### src/rtl/sparc_exu_reg_wrq.sv
// sparc_exu_reg_wrq: write-port arbiter for the 4-thread register storage.
// W-stage pipe writes always win the port; late results are parked in a
// one-entry-per-thread buffer and drained round-robin in idle write cycles.
// Pending values are forwarded to the read side combinationally.
// Optional feature macro: EXU_WRQ_DROP_CNT_EN adds drop_cnt, a saturating
// count of late results discarded because a younger pipe write superseded them.
module sparc_exu_reg_wrq #(
  parameter int SIZE = 3
) (
  input  logic            clk,
  input  logic            arst_l,
  input  logic            pipe_wen_w,
  input  logic [1:0]      pipe_tid_w,
  input  logic [SIZE-1:0] pipe_data_w,
  input  logic            late_vld,
  input  logic [1:0]      late_tid,
  input  logic [SIZE-1:0] late_data,
  output logic            late_rdy,
  input  logic [3:0]      rd_thr_out,
  output logic            wen_w,
  output logic [3:0]      thr_w,
  output logic [SIZE-1:0] data_in_w,
  output logic [3:0]      pend,
  output logic            rd_bypass_vld,
  output logic [SIZE-1:0] rd_bypass_data
`ifdef EXU_WRQ_DROP_CNT_EN
  ,
  output logic [7:0]      drop_cnt
`endif
);

  logic [3:0]      r_pend;
  logic [SIZE-1:0] r_buf [4];
  logic [1:0]      r_rr_last;

  logic            w_late_acc;
  logic            w_any_pend;
  logic            w_drain;
  logic [1:0]      w_drain_tid;
  logic [3:0]      w_pend_nxt;
  logic            w_supersede;

  assign pend       = r_pend;
  assign late_rdy   = ~r_pend[late_tid];
  assign w_late_acc = late_vld & late_rdy;
  assign w_any_pend = |r_pend;
  assign w_drain    = ~pipe_wen_w & w_any_pend;

  // a late result is always older than a pipe write to the same thread
  assign w_supersede = pipe_wen_w &
                       (r_pend[pipe_tid_w] | (w_late_acc & (late_tid == pipe_tid_w)));

  // round-robin pick: scan from farthest to nearest so the nearest pending thread after rr_last wins
  always_comb begin
    logic [1:0] v_idx;
    w_drain_tid = r_rr_last;
    v_idx       = r_rr_last;
    for (int k = 4; k >= 1; k--) begin
      v_idx = r_rr_last + 2'(k);
      if (r_pend[v_idx]) w_drain_tid = v_idx;
    end
  end

  // next pending mask: drain clears, accept sets, a pipe write to the same thread wins over both
  always_comb begin
    w_pend_nxt = r_pend;
    if (w_drain)    w_pend_nxt[w_drain_tid] = 1'b0;
    if (w_late_acc) w_pend_nxt[late_tid]    = 1'b1;
    if (pipe_wen_w) w_pend_nxt[pipe_tid_w]  = 1'b0;
  end

  // read-side forwarding of values not yet written to storage
  always_comb begin
    rd_bypass_data = '0;
    for (int i = 0; i < 4; i++) begin
      if (rd_thr_out[i] & r_pend[i]) rd_bypass_data = rd_bypass_data | r_buf[i];
    end
  end
  assign rd_bypass_vld = |(r_pend & rd_thr_out);

  // pending state and late-result buffers
  always_ff @(posedge clk or negedge arst_l) begin
    if (!arst_l) begin
      r_pend <= '0;
      for (int i = 0; i < 4; i++) r_buf[i] <= '0;
    end else begin
      r_pend <= w_pend_nxt;
      if (w_late_acc) r_buf[late_tid] <= late_data;
    end
  end

  // registered storage write port and round-robin pointer
  always_ff @(posedge clk or negedge arst_l) begin
    if (!arst_l) begin
      wen_w     <= 1'b0;
      thr_w     <= '0;
      data_in_w <= '0;
      r_rr_last <= 2'd3;
    end else if (pipe_wen_w) begin
      wen_w     <= 1'b1;
      thr_w     <= 4'b0001 << pipe_tid_w;
      data_in_w <= pipe_data_w;
    end else if (w_drain) begin
      wen_w     <= 1'b1;
      thr_w     <= 4'b0001 << w_drain_tid;
      data_in_w <= r_buf[w_drain_tid];
      r_rr_last <= w_drain_tid;
    end else begin
      wen_w <= 1'b0;
      thr_w <= '0;
    end
  end

`ifdef EXU_WRQ_DROP_CNT_EN
  // saturating count of superseded late writes
  always_ff @(posedge clk or negedge arst_l) begin
    if (!arst_l) begin
      drop_cnt <= '0;
    end else if (w_supersede && (drop_cnt != 8'hff)) begin
      drop_cnt <= drop_cnt + 8'd1;
    end
  end
`else
  logic w_unused_supersede;
  assign w_unused_supersede = w_supersede;
`endif

endmodule

### config.mk
export PLATFORM = sky130hd
export DESIGN_NAME = sparc_exu_reg_wrq
export DESIGN_NICKNAME = d
export VERILOG_FILES = /design/src/rtl/sparc_exu_reg_wrq.sv
export SDC_FILE = /design/constraint.sdc
export NUM_CORES = 1
export LEC_CHECK = 0
export ABC_CLOCK_PERIOD_IN_PS = 2100
export CAP_MARGIN = 40
export CORE_MARGIN = 2
export CORE_UTILIZATION = 60
export CTS_CLUSTER_DIAMETER = 50
export DETAILED_ROUTE_END_ITERATION = 8
export DONT_BUFFER_PORTS = 1
export MAX_ROUTING_LAYER = met4
export PLACE_DENSITY_LB_ADDON = 0.12
export SYNTH_ARGS = -nofsm -noshare
export SYNTH_HDL_FRONTEND = slang
export SYNTH_SLANG_ARGS = --single-unit
### constraint.sdc
create_clock -name clk -period 2.1 [get_ports clk]
set_clock_uncertainty 0.05 [all_clocks]
set_input_delay 0.42 -clock clk [delete_from_list [all_inputs] [get_ports clk]]
set_output_delay 0.42 -clock clk [all_outputs]
set_load 0.03 [all_outputs]
==> results of run 1 <==
-- where the power goes --
part | leakage [uW] | total [uW] | switching (uW) | internal, uW
logic | 0.000308 | 1220 | 703 | 520
registers | 0.000312 | 1130 | 393 | 739
clock network | 0.0000150 | 211 | 137 | 74.1
total | 0.000636 | 2570 | 1230 | 1330
-- Yosys cell counts, types with 2 or more instances --
cell	n
sky130_fd_sc_hd__nand2_1	3
sky130_fd_sc_hd__dfstp_2	2
sky130_fd_sc_hd__a32oi_1	3
sky130_fd_sc_hd__o31ai_1	2
sky130_fd_sc_hd__o22ai_1	3
sky130_fd_sc_hd__nor2b_1	2
sky130_fd_sc_hd__nor2_1	5
sky130_fd_sc_hd__dfrtp_1	24
sky130_fd_sc_hd__nand4_1	2
sky130_fd_sc_hd__nand3_1	12
sky130_fd_sc_hd__mux2_2	13
sky130_fd_sc_hd__and2_1	2
sky130_fd_sc_hd__o211ai_1	2
sky130_fd_sc_hd__o21a_1	7
sky130_fd_sc_hd__inv_1	3
sky130_fd_sc_hd__o21ai_0	6
sky130_fd_sc_hd__mux2i_1	3
sky130_fd_sc_hd__a21oi_1	4
sky130_fd_sc_hd__buf_2	2
sky130_fd_sc_hd__a22oi_1	3
sky130_fd_sc_hd__nand2b_1	2
sky130_fd_sc_hd__a21o_1	3
sky130_fd_sc_hd__o22a_1	2
-- logic make-up after synthesis --
kind of cell           count (synthesis)
AO/OA/AOI/OAI                         39
buffers and inverters                  7
flip-flops                            26
multiplexers                          16
AND/OR/NAND/NOR                       41
-- final cells by class --
cell class                      instances  area (sq um)
Clock buffer                            4          26.3
Fill cell                             171           667
Multi-Input combinational cell         96           708
Tap cell                               28          35.0
Timing Repair Buffer                   10          90.1
Inverter                                3          11.3
Sequential cell                        26           653
-- critical path, delay by kind of cell, from the launching register on --
family             cells  cell delay (ps)
and+or+nand+nor        2              520
DFF                    1              490
AOI/OAI and AO/OA      1              170
-- layer usage --
metal  up-vias  part of all wire  wire length, microns
li1        515                 -                     -
met1       553              0.41                  1290
met2        45              0.50                  1570
met3         2             0.084                   263
met4         0            0.0038                    12
met5         -                 0                     0
-- layout by cell type (no fill, tap or decap), types with 2 or more instances in the layout --
cell	netlist	layout
sky130_fd_sc_hd__dfrtp_1	24	24
sky130_fd_sc_hd__mux2_2	13	13
sky130_fd_sc_hd__nand3_1	12	11
sky130_fd_sc_hd__buf_4	1	8
sky130_fd_sc_hd__o21a_1	7	7
sky130_fd_sc_hd__nor2_1	5	5
sky130_fd_sc_hd__o21ai_0	6	5
sky130_fd_sc_hd__a32oi_1	3	3
sky130_fd_sc_hd__nand2_1	3	3
sky130_fd_sc_hd__a21oi_1	4	3
sky130_fd_sc_hd__o22ai_1	3	3
sky130_fd_sc_hd__a21o_1	3	3
sky130_fd_sc_hd__a22oi_1	3	3
sky130_fd_sc_hd__inv_1	3	3
sky130_fd_sc_hd__mux2i_1	3	3
sky130_fd_sc_hd__clkbuf_4	0	3
sky130_fd_sc_hd__and2_1	2	2
sky130_fd_sc_hd__nor2b_1	2	2
sky130_fd_sc_hd__nand2b_1	2	2
sky130_fd_sc_hd__o21ai_1	1	2
sky130_fd_sc_hd__o22a_1	2	2
sky130_fd_sc_hd__nand4_1	2	2
sky130_fd_sc_hd__o31ai_1	2	2
sky130_fd_sc_hd__o211ai_1	2	2
sky130_fd_sc_hd__dfstp_2	2	2
-- flip-flops by register name, indices dropped and copies added, names as in the netlist --
name	cells
wen_w	1
r_rr_last	2
data_in_w	3
r_buf	12
pend	4
thr_w	4
-- stage by stage --
step | cells | hold WS [ps] | area (sq um) | total power [uW] | util
2_1_floorplan | 129 | 74.4 | 1390 | 2030 | -
3_3_place_gp | 161 | 74.9 | 1460 | 2280 | 0.666
3_5_place_dp | 161 | 75.0 | 1460 | 2330 | 0.666
4_1_cts | 167 | 114 | 1520 | 2560 | 0.692
5_1_grt | 167 | 99.8 | 1520 | 2750 | 0.696
6_report | 167 | 132 | 1520 | 2570 | 0.696
-- worst paths after layout --
kind                                           from  cells past startpoint  slack, ps                        to
setup reg to reg           r_rr_last[0]$_DFFE_PN1P_                      5        190  data_in_w[0]$_DFFE_PN0P_
min in group asynchronous                    arst_l                      2        470  data_in_w[0]$_DFFE_PN0P_
hold reg to reg            r_rr_last[0]$_DFFE_PN1P_                      2        490  r_rr_last[0]$_DFFE_PN1P_
hold / removal                        pipe_tid_w[1]                      1        130        thr_w[0]$_DFF_PN0_
max in group asynchronous                    arst_l                      2       1300  r_rr_last[1]$_DFFE_PN1P_
setup / recovery                  pend[3]$_DFF_PN0_                      3        140         rd_bypass_data[1]
-- repair_timing --
| action | in CTS | in global routing |
|---|---|---|
| endpoints found under the hold margin | 26 | 0 |
| gates resized for setup | 0 | 2 |
| endpoints found under the setup margin | 0 | 4 |
| hold buffers | 2 | 0 |
==> metrics.log, run 1 <==
[metrics] status: finished clean
[metrics] total negative slack for setup checks: 0 ps
[metrics] largest cells by area after synthesis: sky130_fd_sc_hd__dfrtp_1 43%, sky130_fd_sc_hd__mux2_2 11%, sky130_fd_sc_hd__nand3_1 4.3%, sky130_fd_sc_hd__dfstp_2 3.8%, sky130_fd_sc_hd__o21a_1 3.8%
[metrics] critical path arrival: 1490 ps
[metrics] Skew-Pair Late Insertion Delay: 310 ps
[metrics] achievable frequency: 510 MHz
[metrics] synthesized cell area: 0.00139 sq mm
[metrics] via density per instance: 6.68
[metrics] worst-path cell chain: and2_1, a32oi_1, nand3_1
[metrics] total wirelength of the detailed-routed design: 3.14 mm
[metrics] number of buffers inserted to repair setup after CTS: 0
[metrics] DIE AREA: 0.00271 sq mm
[metrics] Final Net Count: 158
[metrics] total gr overflow: 0
[metrics] sequential element share of the synthesized area: 0.472
[metrics] post-synthesis area per instance: 10.7 sq um
[metrics] first-pass GRT wire length: 5.33 mm
[metrics] post-route antenna net violation count: 0
[metrics] Net Count, Synth: 147
[metrics] transition at the pin with the smallest max-transition slack: 545 ps
[metrics] most common flop cell mapped by yosys: sky130_fd_sc_hd__dfrtp_1
[metrics] fraction of synthesized area in multiplexers: 0.127
[metrics] Min Clock Period, post-route: 1960 ps
[metrics] highest-delay cell along the critical path: sky130_fd_sc_hd__dfrtp_1
[metrics] ratio of cells with drive above 1 in the final layout: 0.252
[metrics] power per unit of standard cell area: 1680 mW/mm^2
[metrics] type of the worst min-delay path: input port to flop
[metrics] routed wirelength normalized by instance count: 18.8 microns
[metrics] complex-gate fraction of the synthesized area: 0.195
[metrics] total number of clock tree sinks: 26
[metrics] final setup vio count: 0
[metrics] HPWL after detailed placement: 2.39 mm
[metrics] placeable core region: 0.00219 sq mm
[metrics] worst endpoint required time: 1630 ps
[metrics] largest fanout of any net on the critical path: 8
[metrics] buffers added on ports: 0
[metrics] simple logic cell fraction of the synthesized area: 0.182
[metrics] least setup slack across all paths after layout: 140 ps
[metrics] Critical Path Source Type: flop
[metrics] post-synthesis sequential element count: 26
[metrics] met3 track demand over resource: 0.0632
[metrics] vertical die dimension: 52.0 microns
[metrics] largest net degree at the start of global routing: 27
[metrics] cell taking the most area after synthesis: sky130_fd_sc_hd__dfrtp_1
[metrics] Hold Fails Final Rpt: 0
[metrics] number of max-capacitance violations reported: 0
[metrics] diodes inserted: 0
[metrics] TritonCTS buffer count: 3
[metrics] # H-tree levels: 1
[metrics] number of synthesized flops with an enable pin: 0
[metrics] total via count in the routed design: 1,115
[metrics] die span in x: 52.0 microns
[metrics] Overall Global Routing Usage: 0.276
[metrics] FP Rows: 17
[metrics] number of search-and-repair iterations in the first detailed-routing pass: 4
[metrics] global-route met1 utilization: 0.350
[metrics] maximum single-stage delay on the critical path: 490 ps
[metrics] worst relative slew slack: 0.636
[metrics] class of the most critical setup path: flop to output pin
[metrics] Ys Warns: 0
[metrics] Pins Over Slew Limit: 0
[metrics] setup repair after global routing missed its margin: no
[metrics] number of remaining DRC errors: 0
[metrics] synthesized instance count: 129
[metrics] clock tree root driver cell: sky130_fd_sc_hd__clkbuf_4
[metrics] fin crit share: 0.933
[metrics] met2 global-route usage: 0.445
[metrics] gr busiest metal: met2
[metrics] xor and xnor area share after synthesis: 0
[metrics] number of global-route vias before repair: 1,127
[metrics] maximum buffer depth of the clock tree: 2
[metrics] Async S/R FF share, synth: 1.00
[metrics] adder-cell area share of the yosys netlist: 0
[metrics] initial cell density of the core: 0.632
[metrics] growth of design area from synthesis to finish: 10.0%
[metrics] clock-pin transition on the worst setup and hold timing paths: 130 ps
[metrics] placer's final routability congestion estimate: 0.936
[metrics] LEAKAGE: 0.000636 uW
[metrics] clock tree from TritonCTS: built
[metrics] main combinational cell family by area after synthesis: compound AO/OA/AOI/OAI gates
[metrics] Critical Path Sink Type: output pin
[metrics] count of pins on the block boundary: 35
[metrics] number of distinct library cells after synthesis: 42
[metrics] post-place setup slack: 157 ps
[metrics] violation count after the first detailed-route iteration: 34
[metrics] top cell type's share of synthesized area: 0.434
[metrics] VDD IR-drop max: 0.00103 V
[metrics] antenna violations before repair: 0
No activity file was read; power rests on OpenSTA's default activity.
==> inputs of run 2 (changes only) <==
Settings changed: MAX_ROUTING_LAYER met4 to not set.
==> metrics.log, run 2 (synthesis results as in run 1) <==
[metrics] status: finished clean (unchanged)
[metrics] most frequent standard cell in the layout excluding fill and tap cells: sky130_fd_sc_hd__dfrtp_1 (unchanged)
[metrics] switching power: 1260 uW (was 1230 uW)
[metrics] portion of total power attributed to combinational logic: 0.454 (was 0.477)
[metrics] worst relative slew slack: 0.601 (was 0.636)
[metrics] type of the worst min-delay path: input port to flop (unchanged)
[metrics] clock tree from TritonCTS: built (unchanged)
[metrics] via density per instance: 6.72 (was 6.68)
[metrics] footprint of the flip-flops and latches: 653 sq um (unchanged)
[metrics] clock-pin transition on the worst setup and hold timing paths: 150 ps (was 130 ps)
[metrics] number of global-route vias before repair: 1,127 (unchanged)
[metrics] growth of design area from synthesis to finish: 11.9% (was 10.0%)
[metrics] maximum buffer depth of the clock tree: 2 (unchanged)
[metrics] HPWL after detailed placement: 2.34 mm (was 2.39 mm)
[metrics] max reg flops: 12 (unchanged)
[metrics] placeable core region: 0.00219 sq mm (unchanged)
[metrics] critical path arrival: 1500 ps (was 1490 ps)
[metrics] Clk pwr share: 0.129 (was 0.082)
[metrics] total wirelength of the detailed-routed design: 3.14 mm (about the same)
[metrics] routed wirelength normalized by instance count: 18.8 microns (about the same)
[metrics] antenna violations before repair: 0 (unchanged)
[metrics] total number of clock tree sinks: 26 (unchanged)
[metrics] clock tree root driver cell: sky130_fd_sc_hd__clkbuf_4 (unchanged)
[metrics] class of the most critical setup path: flop to output pin (unchanged)
[metrics] initial cell density of the core: 0.632 (unchanged)
[metrics] largest fanout of any net on the critical path: 12 (was 8)
[metrics] number of remaining DRC errors: 0 (unchanged)
[metrics] total negative slack for setup checks: 0 ps (unchanged)
[metrics] total via count in the routed design: 1,123 (was 1,115)
[metrics] register name with the most flops: r_buf (unchanged)
[metrics] number of buffers inserted to repair setup after CTS: 0 (unchanged)
[metrics] power per unit of standard cell area: 1750 mW/mm^2 (was 1680 mW/mm^2)
[metrics] instance area after placement: 0.00146 sq mm (unchanged)
[metrics] Min Clock Period, post-route: 1970 ps (was 1960 ps)
[metrics] final setup vio count: 0 (unchanged)
[metrics] count of pins on the block boundary: 35 (unchanged)
[metrics] total gr overflow: 0 (unchanged)
[metrics] ratio of cells with drive above 1 in the final layout: 0.259 (was 0.252)
[metrics] Overall Global Routing Usage: 0.263 (was 0.276)
[metrics] Critical Path Source Type: flop (unchanged)
[metrics] VDD IR-drop max: 0.000925 V (was 0.00103 V)
[metrics] most frequent cells in the layout: 24 x sky130_fd_sc_hd__dfrtp_1, 13 x sky130_fd_sc_hd__mux2_2, 11 x sky130_fd_sc_hd__nand3_1 (unchanged)
[metrics] placer's final routability congestion estimate: 0.943 (was 0.936)
[metrics] part of the total power dissipated in sequential elements: 0.417 (was 0.441)
[metrics] Hold Fails Final Rpt: 0 (unchanged)
[metrics] largest net degree at the start of global routing: 27 (unchanged)
[metrics] vertical die dimension: 52.0 microns (unchanged)
[metrics] first-pass GRT wire length: 5.18 mm (was 5.33 mm)
[metrics] LEAKAGE: 0.000649 uW (was 0.000636 uW)
[metrics] transition at the pin with the smallest max-transition slack: 598 ps (was 545 ps)
[metrics] Power Internal: 1450 uW (was 1330 uW)
[metrics] buffers added on ports: 0 (unchanged)
[metrics] violation count after the first detailed-route iteration: 52 (was 34)
[metrics] diodes inserted: 0 (unchanged)
[metrics] fin crit share: 0.938 (was 0.933)
[metrics] Skew-Pair Late Insertion Delay: 330 ps (was 310 ps)
[metrics] area taken by multi-input logic gates: 708 sq um (unchanged)
[metrics] achievable frequency: 508 MHz (was 510 MHz)
[metrics] setup repair after global routing missed its margin: no (unchanged)
[metrics] FP Rows: 17 (unchanged)
[metrics] worst endpoint required time: 1630 ps (about the same)
[metrics] switching power share of the total: 0.465 (was 0.481)
[metrics] total of fill cells in the finished design: 160 (was 171)
[metrics] DIE AREA: 0.00271 sq mm (unchanged)
[metrics] post-route antenna net violation count: 0 (unchanged)
[metrics] TritonCTS buffer count: 3 (unchanged)
[metrics] die span in x: 52.0 microns (unchanged)
[metrics] number of max-capacitance violations reported: 0 (unchanged)
[metrics] number of search-and-repair iterations in the first detailed-routing pass: 4 (unchanged)
[metrics] final non-filler cell area: 0.00155 sq mm (was 0.00152 sq mm)
[metrics] # H-tree levels: 1 (unchanged)
[metrics] Final Net Count: 158 (unchanged)
[metrics] Pins Over Slew Limit: 0 (unchanged)
[metrics] Critical Path Sink Type: output pin (unchanged)
[run 2: cell count changes in the layout (fill, tap and decap cells not counted), sizes merged]
| cell | delta |
|---|---|
| bufinv | +1 |
| clkbuf | -1 |
[run 2: power groups by stage]
| stage | registers (uW) | logic [uW] | clock network [uW] |
|---|---|---|---|
| 5_1_grt | 1170 | 1350 | 367 |
| 3_5_place_dp | 1130 | 1180 | 0 |
| 6_report | 1130 | 1230 | 349 |
| 2_1_floorplan | 1090 | 945 | 0 |
| 4_1_cts | 1120 | 1200 | 350 |
| 3_3_place_gp | 1130 | 1150 | 0 |
[run 2: path summary, 6_finish.rpt]
kind                                                from                       end  slack [ps]  cells past startpoint
worst max-delay path                   pend[0]$_DFF_PN0_                  late_rdy         130                      3
min in group asynchronous                         arst_l        thr_w[1]$_DFF_PN0_         440                      2
worst max register to register         pend[2]$_DFF_PN0_         pend[2]$_DFF_PN0_         200                      5
worst min register to register  r_rr_last[0]$_DFFE_PN1P_  r_rr_last[0]$_DFFE_PN1P_         490                      2
worst min-delay path                       pipe_tid_w[1]        thr_w[0]$_DFF_PN0_         100                      1
max in group asynchronous                         arst_l  r_rr_last[1]$_DFFE_PN1P_        1320                      2
[run 2: layer usage]
layer | up-vias | wire length [microns] | global-route usage | share of wire
met5 | - | 0 | 0 | 0
met1 | 552 | 1270 | 0.328 | 0.40
li1 | 515 | - | - | -
met2 | 54 | 1560 | 0.435 | 0.50
met3 | 2 | 293 | 0.0833 | 0.093
met4 | 0 | 15 | 0.0746 | 0.0048
[run 2: timing repair]
item / CTS / global route
endpoints found under the setup margin: 0 / 5
hold endpoints to repair: 26 / 0
resized for setup: 0 / 3
hold buffers: 2 / 0
[run 2: metrics by stage]
step | cells | utilization | hold slack [ps] | power (uW) | setup slack (ps)
floorplan | 129 | - | 74.4 | 2030 | 203
detailed placement | 161 | 0.666 | 74.9 | 2320 | 153
finish | 167 | 0.708 | 105 | 2710 | 131
global route | 167 | 0.708 | 100 | 2880 | 18.4
global placement | 161 | 0.666 | 74.9 | 2280 | 179
CTS | 167 | 0.704 | 106 | 2670 | 126
[run 2: area by class of cell]
type                    instances  area share
clock buffers                   3      0.0145
clock inverters                 1      0.0194
inverters                       3     0.00726
multi-input cells              96       0.457
flip-flops and latches         26       0.421
well taps                      28      0.0226
repair buffers                 10      0.0581
[run 2: critical path, cell delays in order, from the launching register on]
cell                      delay [ps]
sky130_fd_sc_hd__dfrtp_1         540
sky130_fd_sc_hd__mux2_2          330
sky130_fd_sc_hd__o21ai_1         120
sky130_fd_sc_hd__buf_4           170
==> inputs of run 3 (changes only) <==
Settings changed: CORE_UTILIZATION 60 to 61.
==> metrics.log, run 3 (synthesis results as in run 1) <==
[metrics] status: finished clean (unchanged)
[metrics] count of pins on the block boundary: 35 (unchanged)
[metrics] total number of clock tree sinks: 26 (unchanged)
[metrics] cell type group with the largest total delay on the critical path: flip-flops (unchanged)
[metrics] routed wirelength normalized by instance count: 19.8 microns (was 18.8 microns)
[metrics] TritonCTS buffer count: 3 (unchanged)
[metrics] Skew-Pair Late Insertion Delay: 320 ps (was 330 ps)
[metrics] number of search-and-repair iterations in the first detailed-routing pass: 4 (unchanged)
[metrics] type of the worst min-delay path: input port to flop (unchanged)
[metrics] clock-pin transition on the worst setup and hold timing paths: 120 ps (was 150 ps)
[metrics] ratio of cells with drive above 1 in the final layout: 0.264 (was 0.259)
[metrics] launch instance of the worst register-to-register path: r_rr_last[0]$_DFFE_PN1P_ (was pend[2]$_DFF_PN0_)
[metrics] Worst Hold Endpoint: thr_w[0]$_DFF_PN0_ (unchanged)
[metrics] # H-tree levels: 1 (unchanged)
[metrics] Min Hold Slack: 120 ps (was 105 ps)
[metrics] FP Rows: 17 (unchanged)
[metrics] global-route met1 utilization: 0.380 (was 0.328)
[metrics] via density per instance: 6.82 (was 6.72)
[metrics] flop-to-flop setup slack: 170 ps (was 200 ps)
[metrics] clock tree root driver cell: sky130_fd_sc_hd__clkbuf_4 (unchanged)
[metrics] total negative slack for setup checks: 0 ps (unchanged)
[metrics] DIE AREA: 0.00267 sq mm (was 0.00271 sq mm)
[metrics] violation count after the first detailed-route iteration: 44 (was 52)
[metrics] class of the most critical setup path: flop to output pin (unchanged)
[metrics] register name with the most flops: r_buf (unchanged)
[metrics] post-route antenna net violation count: 0 (unchanged)
[metrics] worst endpoint required time: 1630 ps (about the same)
[metrics] number of remaining DRC errors: 0 (unchanged)
[metrics] number of global-route vias before repair: 1,124 (was 1,127)
[metrics] achievable frequency: 497 MHz (was 508 MHz)
[metrics] worst-path cell chain: buf_4, mux2_2, o21ai_1, buf_4 (was mux2_2, o21ai_1, buf_4)
[metrics] Overall Global Routing Usage: 0.284 (was 0.263)
[metrics] most frequent CP cell: sky130_fd_sc_hd__buf_4
[metrics] total gr overflow: 0 (unchanged)
[metrics] maximum buffer depth of the clock tree: 2 (unchanged)
[metrics] growth of design area from synthesis to finish: 10.4% (was 11.9%)
[metrics] number of max-capacitance violations reported: 0 (unchanged)
[metrics] Critical Path Source Type: flop (unchanged)
[metrics] most frequent standard cell in the layout excluding fill and tap cells: sky130_fd_sc_hd__dfrtp_1 (unchanged)
[metrics] final setup vio count: 0 (unchanged)
[metrics] largest net degree at the start of global routing: 27 (unchanged)
[metrics] Min Clock Period, post-route: 2010 ps (was 1970 ps)
[metrics] depth of the most critical reg-to-reg path: 5 (unchanged)
[metrics] total wirelength of the detailed-routed design: 3.32 mm (was 3.14 mm)
[metrics] met3 track demand over resource: 0.0489 (was 0.0833)
[metrics] Hold Fails Final Rpt: 0 (unchanged)
[metrics] total via count in the routed design: 1,146 (was 1,123)
[metrics] fin crit share: 0.957 (was 0.938)
[metrics] Pins Over Slew Limit: 0 (unchanged)
[metrics] first-pass GRT wire length: 5.42 mm (was 5.18 mm)
[metrics] vertical die dimension: 51.7 microns (was 52.0 microns)
[metrics] HPWL after detailed placement: 2.46 mm (was 2.34 mm)
[metrics] antenna violations before repair: 0 (unchanged)
[metrics] count of buffering cells on the critical path with inverters included: 2 (was 1)
[metrics] VDD IR-drop max: 0.000905 V (was 0.000925 V)
[metrics] WHS Path Cells: 1 (unchanged)
[metrics] clock tree from TritonCTS: built (unchanged)
[metrics] diodes inserted: 0 (unchanged)
[metrics] transition at the pin with the smallest max-transition slack: 555 ps (was 598 ps)
[metrics] maximum single-stage delay on the critical path: 480 ps (was 540 ps)
[metrics] power per unit of standard cell area: 1690 mW/mm^2 (was 1750 mW/mm^2)
[metrics] placeable core region: 0.00217 sq mm (was 0.00219 sq mm)
[metrics] critical path arrival: 1540 ps (was 1500 ps)
[metrics] Final Net Count: 160 (was 158)
[metrics] largest fanout of any net on the critical path: 7 (was 12)
[metrics] met2 global-route usage: 0.457 (was 0.435)
[metrics] setup repair after global routing missed its margin: no (unchanged)
[metrics] placer's final routability congestion estimate: 0.978 (was 0.943)
[metrics] gr busiest metal: met2 (unchanged)
[metrics] Hold Startpoint: pipe_tid_w[1] (unchanged)
[metrics] highest-delay cell along the critical path: sky130_fd_sc_hd__dfrtp_2 (was sky130_fd_sc_hd__dfrtp_1)
[metrics] most frequent cells in the layout: 22 x sky130_fd_sc_hd__dfrtp_1, 13 x sky130_fd_sc_hd__mux2_2, 12 x sky130_fd_sc_hd__nand3_1 (was 24 x sky130_fd_sc_hd__dfrtp_1, 13 x sky130_fd_sc_hd__mux2_2, 11 x sky130_fd_sc_hd__nand3_1)
[metrics] total of fill cells in the finished design: 168 (was 160)
[metrics] number of buffers inserted to repair setup after CTS: 0 (unchanged)
[metrics] end of the worst register-to-register path: pend[0]$_DFF_PN0_ (was pend[2]$_DFF_PN0_)
[metrics] buffers added on ports: 0 (unchanged)
[metrics] max reg flops: 12 (unchanged)
[metrics] initial cell density of the core: 0.638 (was 0.632)
[metrics] die span in x: 51.7 microns (was 52.0 microns)
[metrics] worst relative slew slack: 0.627 (was 0.601)
[metrics] Critical Path Sink Type: output pin (unchanged)
[metrics] LEAKAGE: 0.000638 uW (was 0.000649 uW)
==> run 3: how the worst max path moves through the flow <==
stage                                   from                 to  slack [ps]  cells after the start
floorplan                  pend[1]$_DFF_PN0_  pend[2]$_DFF_PN0_         200                      6
global placement           pend[1]$_DFF_PN0_  pend[2]$_DFF_PN0_         220                      5
detailed placement         pend[1]$_DFF_PN0_  pend[2]$_DFF_PN0_         180                      5
CTS                        pend[0]$_DFF_PN0_           late_rdy          70                      4
global route        r_rr_last[0]$_DFFE_PN1P_  pend[0]$_DFF_PN0_          20                      5
finish                     pend[0]$_DFF_PN0_           late_rdy          90                      4
==> run 3: layer usage <==
layer,up-vias,routed length [microns]
li1,520,-
met1,560,1390
met2,59,1610
met3,7,264
met4,0,59
met5,-,0
==> run 3: power by group <==
part | internal, uW | switching, uW | total (uW)
Combinational | 535 | 704 | 1240
Clock | 67.4 | 141 | 209
Sequential | 743 | 395 | 1140
==> run 3: layout make-up <==
type,count,area (sq um),area share
clock buffers,3,22.5,0.0147
inverters,3,11.3,0.00736
multi-input cells,96,699,0.457
well taps,28,35.0,0.0229
flip-flops and latches,26,656,0.429
repair buffers,12,105,0.0687
==> run 3: stage by stage <==
step / std cells / util / total power (uW) / instance area, sq um / setup slack (ps)
5_1_grt: 168 / 0.705 / 2750 / 1530 / 21.5
2_1_floorplan: 129 / - / 2030 / 1390 / 203
3_3_place_gp: 163 / 0.679 / 2320 / 1470 / 221
4_1_cts: 168 / 0.704 / 2580 / 1530 / 67.3
6_report: 168 / 0.705 / 2590 / 1530 / 89.3
3_5_place_dp: 163 / 0.679 / 2350 / 1470 / 182
==> run 3: timing repair <==
action	4_1_cts	5_1_grt
setup endpoints to repair	1	1
hold buffers	2	0
resized for setup	1	1
endpoints found under the hold margin	26	0
